### config.mk
export PLATFORM = sky130hd
export DESIGN_NAME = mem_arbiter
export DESIGN_NICKNAME = d
export VERILOG_FILES = /design/src/rtl/mem_arbiter.sv
export SDC_FILE = /design/constraint.sdc
export NUM_CORES = 1
export LEC_CHECK = 0
export CORE_AREA = 2 2 59 116
export DETAILED_ROUTE_END_ITERATION = 7
export DIE_AREA = 0 0 61 118
export MAX_ROUTING_LAYER = met4
export PLACE_DENSITY_LB_ADDON = 0.15
export SKIP_LAST_GASP = 1
export SYNTH_ARGS = -nofsm -noshare
export SYNTH_HDL_FRONTEND = slang
export SYNTH_SLANG_ARGS = --single-unit
export TNS_END_PERCENT = 5
### constraint.sdc
create_clock -name clk -period 1.82 [get_ports clk]
set_input_delay 0.546 -clock clk [delete_from_list [all_inputs] [get_ports clk]]
set_output_delay 0.546 -clock clk [all_outputs]
set_load 0.02 [all_outputs]
### src/rtl/mem_arbiter.sv
// Round-robin arbiter sharing one synchronous-read RAM between two masters.
// Latency: request in IDLE -> RAM access next cycle -> ready pulse the cycle after; requesters hold until ready.
module mem_arbiter #(
  parameter int DATA_W = 16,
  parameter int ADDR_W = 8
) (
  input  logic              clk,
  input  logic              reset,
  input  logic [1:0]        req0_cmd,
  input  logic [ADDR_W:0]   req0_addr,
  input  logic [DATA_W-1:0] req0_wdata,
  input  logic [1:0]        req1_cmd,
  input  logic [ADDR_W:0]   req1_addr,
  input  logic [DATA_W-1:0] req1_wdata,
  output logic              ready0,
  output logic              ready1,
  output logic [DATA_W-1:0] rdata,
  output logic [1:0]        gnt,
  output logic [ADDR_W-1:0] ram_addr,
  output logic              ram_write,
  output logic [DATA_W-1:0] ram_din,
  input  logic [DATA_W-1:0] ram_dout
);

  localparam logic [1:0] IDLE   = 2'b00;
  localparam logic [1:0] ACCESS = 2'b01;
  localparam logic [1:0] DONE   = 2'b10;

  localparam logic [1:0] CMD_NOP   = 2'b00;
  localparam logic [1:0] CMD_READ  = 2'b10;
  localparam logic [1:0] CMD_WRITE = 2'b01;

  logic [1:0]        state_q, state_d;
  logic [1:0]        cmd_q, cmd_d;
  logic [ADDR_W:0]   addr_q, addr_d;
  logic [DATA_W-1:0] wdata_q, wdata_d;
  logic [1:0]        gnt_q, gnt_d;
  logic              last_q, last_d;   // 1 = port 1 was served last

  logic req0, req1, win;

  assign req0 = (req0_cmd == CMD_READ) || (req0_cmd == CMD_WRITE);
  assign req1 = (req1_cmd == CMD_READ) || (req1_cmd == CMD_WRITE);
  // On contention the port not served last wins; otherwise the lone requester.
  assign win  = (req0 && req1) ? ~last_q : ~req0;

  always_comb begin
    state_d = state_q;
    cmd_d   = cmd_q;
    addr_d  = addr_q;
    wdata_d = wdata_q;
    gnt_d   = gnt_q;
    last_d  = last_q;
    case (state_q)
      IDLE: begin
        if (req0 || req1) begin
          cmd_d   = win ? req1_cmd   : req0_cmd;
          addr_d  = win ? req1_addr  : req0_addr;
          wdata_d = win ? req1_wdata : req0_wdata;
          gnt_d   = win ? 2'b10 : 2'b01;
          state_d = ACCESS;
        end
      end
      ACCESS: state_d = DONE;
      DONE: begin
        last_d  = gnt_q[1];
        gnt_d   = 2'b00;
        state_d = IDLE;
      end
      default: state_d = IDLE;
    endcase
  end

  always_ff @(posedge clk or negedge reset) begin
    if (!reset) begin
      state_q <= IDLE;
      cmd_q   <= CMD_NOP;
      addr_q  <= '0;
      wdata_q <= '0;
      gnt_q   <= 2'b00;
      last_q  <= 1'b1;
    end else begin
      state_q <= state_d;
      cmd_q   <= cmd_d;
      addr_q  <= addr_d;
      wdata_q <= wdata_d;
      gnt_q   <= gnt_d;
      last_q  <= last_d;
    end
  end

  // Outputs decode straight from registered state so reset clears them asynchronously.
  assign gnt       = gnt_q;
  assign ram_addr  = addr_q[ADDR_W-1:0];
  assign ram_din   = wdata_q;
  assign ram_write = (state_q == ACCESS) && (cmd_q == CMD_WRITE) && !addr_q[ADDR_W];
  assign ready0    = (state_q == DONE) && gnt_q[0];
  assign ready1    = (state_q == DONE) && gnt_q[1];
  assign rdata     = ((state_q == DONE) && (cmd_q == CMD_READ) && !addr_q[ADDR_W])
                     ? ram_dout : '0;

endmodule
==> qor.yml <==
timing:
  tightest_slew_ns: 0.520
  final_hold_viol_count: 0
  rsz0062_at_grt: "true"
  layout_min_cycle_time_ns: 2.00
  fin_ws_ns: -0.176
  period_share_pct: 110
  finalSetupTns_ns: -4.52
  fmax_ghz: 0.501
  slew_headroom_pct: 65.3
  setup_viol: 45
  fin_skew_ns: 0.00185
  final_max_slew_viol_count: 0
clocking:
  h-tree-depth: 2
  clk_pin_slew_worst_paths_ns: 0.05
  cts_tree: "yes"
  clock_path_buffers: 2
  clock_latency_ns: 0.28
  clock-root-buffer: "clkbuf_16"
  cts.sinks: 32
  cts_buffers: 5
logic_synthesis:
  async_reset_ff_share_pct: 100
  ys_seq_area_share_pct: 43.6
  syn_inst: 155
  syn_nets: 227
  syn_avg_cell_area_um2: 11.9
  synthFlopType: "dfrtp_1"
  synth_seq_cells: 32
  synth_edf_count: 0
  synth.lib_cells_used.distinct: 31
  syn-cell-area_mm2: 0.00184
  synth_warnings: 0
grt:
  antenna_found_initial: 0
  gr-usage-all-layers_pct: 18.0
  grt_max_degree: 33
  grt_pass1_vias: 1968
  grt_pass1_wl_um: 9430
  grt-ovfl-total: 0
routing:
  viasPerCell: 4.98
  drt-initial-drc-count: 38
  wire_per_inst_um: 16.2
  postRouteAntennaNets: 0
  via_count: 1849
  firstDrtPassIters: 4
  drc: 0
  routed_wirelength_um: 6010
worst_setup_path:
  slowest_stage: "dfrtp_1"
  end_kind: "output port"
  crit_path_max_fanout: 8
  required_ns: 1.27
  critPathTopFamily: "simple AND/OR/NAND/NOR gates"
  worstPathArrival_ns: 1.45
  cp_slowest_stage_delay_ns: 0.40
  worstPathCellList: "nor4_4 > buf_4 > and2_1 > buf_6"
  crit_buf_inv: 2
  worstSetupPathType: "reg -> out"
  start_kind: "flip-flop"
floorplanning:
  num_rows: 41
  start_util_pct: 29.1
  io_pins: 117
  fp.coreArea_mm2: 0.00631
  dieArea_mm2: 0.00720
  die_h_um: 118
  dieWidth_um: 61
placed_design:
  gp_congestion: 0.813
  io_buffers: 116
  place_area_mm2: 0.00319
  hpwl_um: 4410
outcome:
  status: "complete, but fails checks"
  violations: "setup timing"
pwr:
  internal-power_uw: 3090
  clkPwrFrac_pct: 19.3
  p_sw_uw: 1790
  power.density_mw_per_mm2: 1450
  fin_total_pwr_uw: 4880
  peakVddDrop_v: 0.000807
  switching_share_pct: 36.6
  total_leakage_power_uw: 0.00144
  p_comb_share_pct: 54.2
  pwr-share-seq_pct: 26.5
cells_and_area:
  stdcell_area_mm2: 0.00337
  drive_gt1_share_pct: 27.0
  nNetsFinal: 356
  diodes: 0
  mostFrequentLayoutCells: "96 x clkdlybuf4s50_1, 32 x buf_4, 31 x dfrtp_1"
  utilization_pct: 53.4
  final_common_cell: "clkdlybuf4s50_1"
  syn2layout_area_growth_pct: 83.3
job:
  maxCapViolations: 0
min_path:
  hold_class: "in -> async"
## sequential cells by signal (all words and copies together) (netlist names)
signal   cells
gnt          2
state_q      2
cmd_q        2
ram_din     16
last_q       1
addr_q       9
## metal layers
metal  vias up  share of wire (%)  track usage, %
met5         -                  0               -
met4         0                2.6            7.61
met3         9                5.4            3.30
met2        87                 55            30.8
met1       876                 37            19.4
li1        877                  -               -
## cells in the mapped netlist, drive strengths merged, types with 2 or more instances
cell type / n / share of area, %
a221o: 26 / 14
and2: 16 / 5.4
buf: 18 / 7.8
clkbuf: 5 / 1.0
dfrtp: 31 / 42
inv: 6 / 1.2
nand2: 2 / 0.41
nor2: 5 / 1.0
nor2b: 2 / 0.68
o2111a: 26 / 16
o21ai: 2 / 0.75
xor2: 2 / 1.4
## power groups by stage
stage | Sequential [uW] | Clock, uW | Combinational (uW)
detailed placement | 1290 | 0 | 2650
global route | 1340 | 995 | 2830
floorplan | 1490 | 0 | 1290
finish | 1290 | 940 | 2640
CTS | 1300 | 965 | 2660
global placement | 1290 | 0 | 2630
## layout make-up
class | instances | area [um2]
flip-flops and latches | 32 | 802
multi-input cells | 94 | 888
inverters | 6 | 22.5
repair buffers | 145 | 1390
well taps | 86 | 108
clock inverters | 2 | 35.0
fillers | 571 | 2940
clock buffers | 6 | 129
## stage by stage
step	setup WS [ns]	std cells	hold WS (ns)
after floorplan	0.0403	155	0.250
after global placement	-0.462	361	0.498
after detailed placement	-0.461	361	0.500
after CTS	-0.295	370	0.303
after global routing	-0.250	371	0.319
final	-0.176	371	0.279
## cells by family after synthesis
| kind of cell | after synthesis | share of synthesized area [%] |
|---|---|---|
| AND/OR/NAND/NOR | 29 | 9.25 |
| buffers and inverters | 29 | 10.1 |
| AO/OA/AOI/OAI | 62 | 34.8 |
| flip-flops | 32 | 43.6 |
| XOR/XNOR | 3 | 2.25 |
## timing repair
item / 4_1_cts / 5_1_grt
setup buffers: 0 / 1
hold buffers: 0 / 0
setup endpoints to repair: 46 / 61
pin swaps: 1 / 2
resized for setup: 92 / 7
cloned: 1 / 0
## final timing paths
check	start	end	slack, ns	depth (start not counted)
max in group asynchronous	reset	last_q	1.21	2
max reg2reg	state_q[1]	ram_din[15]	0.26	5
min	reset	ram_din[3]	0.28	2
min in group clk	ram_din[9]	ram_din[9]	0.51	1
max	addr_q[8]	rdata[2]	-0.18	4
min reg2reg	ram_din[9]	ram_din[9]	0.51	1
No activity file was read; power rests on OpenSTA's default activity.
